[src/rtl/poly_mult_tile_sched.sv]
// poly_mult_tile_sched: walks every A/B tile pair through poly_mult_top, one product in flight, tagging results with their offset
// Ports: clk/rst (sync, active high); start_i/abort_i job control; busy_o/done_o status;
//        a_tile_idx_o/b_tile_idx_o/tile_valid_o/tile_ready_i issue handshake to the multiplier;
//        mult_valid_i/sink_ready_i result side; res_valid_o/res_offset_o/res_last_o tagged result transfer.
module poly_mult_tile_sched #(
    parameter int DEGREE_N = 16,
    parameter int TILE_N   = 4,
    localparam int NT      = DEGREE_N / TILE_N,
    localparam int IDX_W   = (NT > 1) ? $clog2(NT) : 1,
    localparam int OFF_W   = $clog2(2 * DEGREE_N)
) (
    input  logic             clk,
    input  logic             rst,
    input  logic             start_i,
    input  logic             abort_i,
    output logic             busy_o,
    output logic             done_o,
    output logic [IDX_W-1:0] a_tile_idx_o,
    output logic [IDX_W-1:0] b_tile_idx_o,
    output logic             tile_valid_o,
    input  logic             tile_ready_i,
    input  logic             mult_valid_i,
    input  logic             sink_ready_i,
    output logic             res_valid_o,
    output logic [OFF_W-1:0] res_offset_o,
    output logic             res_last_o
);
    typedef enum logic [2:0] {S_IDLE, S_ISSUE, S_WAIT, S_DRAIN, S_DONE} state_t;
    state_t           r_state;
    logic [IDX_W-1:0] r_a, r_b;
    logic [OFF_W-1:0] r_off;
    logic             r_last;
    logic             w_xfer, w_a_end, w_b_end;
    assign w_a_end = r_a == IDX_W'(NT - 1);
    assign w_b_end = r_b == IDX_W'(NT - 1);
    // DRAIN only exists because mult_valid_i was seen, and the multiplier holds its result there
    assign w_xfer = !rst && !abort_i && sink_ready_i &&
                    ((r_state == S_WAIT && mult_valid_i) || r_state == S_DRAIN);
    assign busy_o       = r_state != S_IDLE;
    assign done_o       = r_state == S_DONE && !abort_i;
    assign tile_valid_o = r_state == S_ISSUE;
    assign res_valid_o  = w_xfer;
    assign res_last_o   = w_xfer && r_last;
    assign res_offset_o = r_off;
    assign a_tile_idx_o = r_a;
    assign b_tile_idx_o = r_b;
    always_ff @(posedge clk) begin
        if (rst) begin
            r_state <= S_IDLE;
            r_a     <= '0;
            r_b     <= '0;
            r_off   <= '0;
            r_last  <= 1'b0;
        end else if (abort_i) begin
            r_state <= S_IDLE;
        end else begin
            case (r_state)
                S_IDLE: if (start_i) begin
                    r_state <= S_ISSUE;
                    r_a     <= '0;
                    r_b     <= '0;
                end
                S_ISSUE: if (tile_ready_i) begin
                    r_state <= S_WAIT;
                    r_off   <= (OFF_W'(r_a) + OFF_W'(r_b)) * OFF_W'(TILE_N);
                    r_last  <= w_a_end && w_b_end;
                end
                S_WAIT, S_DRAIN: if (w_xfer) begin
                    r_state <= r_last ? S_DONE : S_ISSUE;
                    if (!r_last) begin
                        r_b <= w_b_end ? '0 : r_b + IDX_W'(1);
                        if (w_b_end) r_a <= r_a + IDX_W'(1);
                    end
                end else if (r_state == S_WAIT && mult_valid_i) begin
                    r_state <= S_DRAIN;
                end
                default: r_state <= S_IDLE;
            endcase
        end
    end
endmodule

[config.mk]
export PLATFORM = sky130hd
export DESIGN_NAME = poly_mult_tile_sched
export DESIGN_NICKNAME = d
export VERILOG_FILES = /design/src/rtl/poly_mult_tile_sched.sv
export SDC_FILE = /design/constraint.sdc
export NUM_CORES = 1
export LEC_CHECK = 0
export CORE_UTILIZATION = 40
export CTS_CLUSTER_DIAMETER = 50
export DETAILED_ROUTE_END_ITERATION = 8
export GPL_TIMING_DRIVEN = 0
export PLACE_DENSITY = 0.72
export SYNTH_ARGS = -nofsm -noshare
export SYNTH_HDL_FRONTEND = slang
export SYNTH_SLANG_ARGS = --single-unit
[constraint.sdc]
create_clock -name clk -period 3.5 [get_ports clk]
set_input_delay 0.875 -clock clk [delete_from_list [all_inputs] [get_ports clk]]
set_output_delay 0.875 -clock clk [all_outputs]
set_load 0.03 [all_outputs]
# After elaboration in Yosys (flattened, before gate mapping)
# Index checks and enable logic that the tools add are counted.
# totals
reg_bits	11
in_bits	7
elab_cells	55
# op_classes
n_addsub	3
n_eq_ne	12
mux	15
bitwise_logic	1
reduce_logical	19
# ops
op	count
$mux W3	5
$mux W2	7
$pmux W3 S3	1
$ne A2 B2 Y1 const B	4
$pmux W2 S2	2
$logic_and A1 B1 Y1	7
$eq A3 B2 Y1 const B	2
$reduce_and A3 Y1	2
$reduce_and A6 Y1	1
$reduce_and A5 Y1	1
$add A2 B1 Y2 const B	2
$eq A2 B2 Y1 const B	2
$reduce_or A2 Y1	2
$add A2 B2 Y3	1
$eq A3 B1 Y1 const B	1
$eq A3 B3 Y1 const B	1
$logic_not A3 Y1	1
$ne A3 B3 Y1 const B	1
$reduce_bool A3 Y1	1
$logic_not A1 Y1	2
$ne A2 B1 Y1 const B	1
$reduce_bool A2 Y1	1
$logic_or A1 B1 Y1	1
$not A1 Y1	1

# Longest topological paths before layout
# logic_depth
ltp_word	6
depth_mapped	5

# Least setup slack after synthesis
# No wires, ideal clock.
# synth_timing
kind	input port to output port
start	input port abort_i
end	output port res_last_o
arrival_time_ns	2.093
t_required_ns	2.625
path_slack_ns	0.532
stages	3
path_buffers	0
cell_sequence	or3_4 > nor2_1 > and2_1
# synth_between
elab_chain_cells	5
# synth_rtl
element	line_no	text
start: declaration	15	input logic abort_i,
$logic_not A1 Y1	37	assign w_xfer = !rst && !abort_i && sink_ready_i &&
$logic_and A1 B1 Y1 (3 in series)	37	
via res_valid_o	24	output logic res_valid_o,
$logic_and A1 B1 Y1	43	assign res_last_o = w_xfer && r_last;
end: declaration	26	output logic res_last_o
# The timed path passes the listed nets, and every way through them passes these cells.

# Worst setup path in the final report
# layout_timing
start	input port abort_i
end	output port res_last_o
# layout_between
elab_chain_cells	5
# layout_rtl
element	line_no
$logic_not A1 Y1	37
$logic_and A1 B1 Y1 (3 in series)	37
$logic_and A1 B1 Y1	43
# Every way passes these cells.

==> qor.yml <==
status: "finished, final reports clean"
drtPass1Iterations: 4
cts_sinks: 11
wl_per_cell_microns: 11.8
hold_violations: 0
leakagePower_uw: 0.000371
peakVddDrop_uv: 245
timing.setup.tns_ps: 0
track_usage_pct: 17.6
ios: 21
coreArea_sq_mm: 0.00137
met1_length_microns: 616
synth.largest_area_cell: "dfxtp_1"
clockBufferDepth: 2
synth-async-reset-ratio_pct: 0
diodes: 0
die-height_microns: 41.4
area_growth_pct: 37.2
highest_layer: "met4"
synth.avg_cell_area_sq_um: 9.24
start_util_pct: 45.3
min_path_type: "flop to flop"
cp_top_family: "buffers and inverters"
synth-xor-area-share_pct: 0
worstSetupEndpointType: "output pin"
synth_top_family_by_area: "simple AND/OR/NAND/NOR gates"
rsz0062_at_grt: "no"
yosys.area_share.adder_pct: 9.29
yosysTopAreaCellShare_pct: 35.6
yosys.area_share.simple_pct: 24.6
insertion_delay_ps: 270
die_area_sq_mm: 0.00171
ant_nets: 0
fin_crit_sh_pct: 94.4
path_max_fanout: 5
finClkSkew_ps: 6.36
tightest_slew_ps: 687
synth_edf_count: 0
critPathBufInv: 2
postLayoutSetupSlackWorst_ps: 196
vias: 578
drv_slew: 0
wl_met3_microns: 82
path_cells: "clkdlybuf4s50_1, or3_4, nor2_1, and2_1, dlygate4sd2_1"
cp_slowest_cell: "clkdlybuf4s50_1"
clk_pin_slew_worst_paths_ps: 70
gp_congestion: 0.797
drive_above_1_share_pct: 7.78
yosysUniqueCellTypes: 34
yosys-mux-area-fraction_pct: 4.85
seq_area_frac_synth_pct: 35.6
utilization_pct: 62.2
pre_cts_ws_ps: -94.9
synthTopCellsByArea: "dfxtp_1, ha_1, mux2i_1, a21oi_1, fa_1"
maxCapViolCount: 0
grt_pass1_wl_microns: 1840
rows: 13
drcViolationCount: 0
synthesis.area_sq_um: 619
final_common_cell: "clkdlybuf4s50_1"
wirelength_microns: 1240
synthFlopType: "dfxtp_1"
grt_overflow_total: 0
syn-instance-count: 67
start_kind: "input pin"
place.detailed.hpwl_microns: 949
synth_warnings: 0
maxSlewHeadroom_pct: 53.0
nNetsFinal: 102
via_per_inst: 5.50
cts_buffers: 3
worst_ep_arrival_time_ps: 2430
finalPower_uw: 364
synth_compound_area_share_pct: 17.6
layout_common_cells: "clkdlybuf4s50_1, dfxtp_1, a21oi_1"
postCtsHoldBufs: 0
antenna_found_initial: 0
p_per_area_mw_per_mm2: 428
io_buffers: 18
root_buffer: "clkbuf_4"
grt_pass1_vias: 436
ys_ff_latch: 11
dr_wl_met2_microns: 515
whs_ps: 493
cts_tree: "done"
htreeDepth: 1
die_w_microns: 41.4
drt_iter0_drc: 13
finalSetupViolCount: 0
worst-setup-path-type: "input pin to output pin"
grt_max_degree: 11
slowest_delay_ps: 470
fmax_mhz: 303
period_needed_ps: 3300
cp.required_ps: 2620
[layout make-up]
cell class	instances	area [sq um]
fill	137	517
multi-input combinational	50	357
sequential	11	220
timing repair buffer	18	181
buffer	4	35.0
clock buffer	4	26.3
tap	15	18.8
inverter	3	11.3
[registers in the layout, indices dropped and copies added, names as in the netlist]
name          flops
r_state           3
res_offset_o      3
a_tile_idx_o      2
b_tile_idx_o      2
r_last            1
[Yosys cell counts, drive strengths merged (2+ instances only)]
master,count
a2111oi,2
a21oi,5
and2,3
buf,3
dfxtp,11
ha,3
inv,3
mux2i,3
nand2,4
nor2,4
nor3,3
nor4b,2
or3,2
[worst paths after layout]
| kind | cells past startpoint | slack, ps | to | startpoint |
|---|---|---|---|---|
| hold reg to reg | 2 | 490 | res_offset_o[3] | res_offset_o[3] |
| hold / removal | 2 | 490 | res_offset_o[3] | res_offset_o[3] |
| setup reg to reg | 4 | 1690 | b_tile_idx_o[0] | r_state[2] |
| setup / recovery | 5 | 200 | res_last_o | abort_i |
[layer usage]
layer  GRT usage (%)  vias to the layer above
met5               0                        -
met4            9.68                        0
met3            9.57                        4
met2            21.5                       17
met1            23.9                      263
li1                -                      294
[stage by stage]
stage / std cells / area, sq um
after CTS: 105 / 847
final: 105 / 850
after detailed placement: 101 / 822
after floorplan: 68 / 623
after global routing: 105 / 850
after global placement: 101 / 822
[where the power goes]
group / switching, uW / internal, uW / total [uW] / leakage (uW)
Clock: 40.9 / 44.1 / 85.0 / 0.0000150
Combinational: 72.4 / 60.0 / 132 / 0.000267
Sequential: 13.5 / 133 / 147 / 0.0000889
Total: 127 / 237 / 364 / 0.000371
[logic make-up after synthesis]
kind of cell | count (synthesis)
other | 1
DFF | 11
buffers and inverters | 7
muxes | 3
and+or+nand+nor | 26
AOI/OAI and AO/OA | 15
adders and majority gates | 4
[worst register-to-register path: cells and delay by family (launching register included)]
family	cells	cell delay, ps
simple gates	2	850
compound gates	2	500
flops	1	370
[what timing repair did]
item | in CTS | in global routing
resized for setup | 1 | 1
setup buffers | 0 | 0
setup endpoints to repair | 1 | 1
gates cloned | 0 | 0
Note: power is estimated with default switching activity, not from simulation.
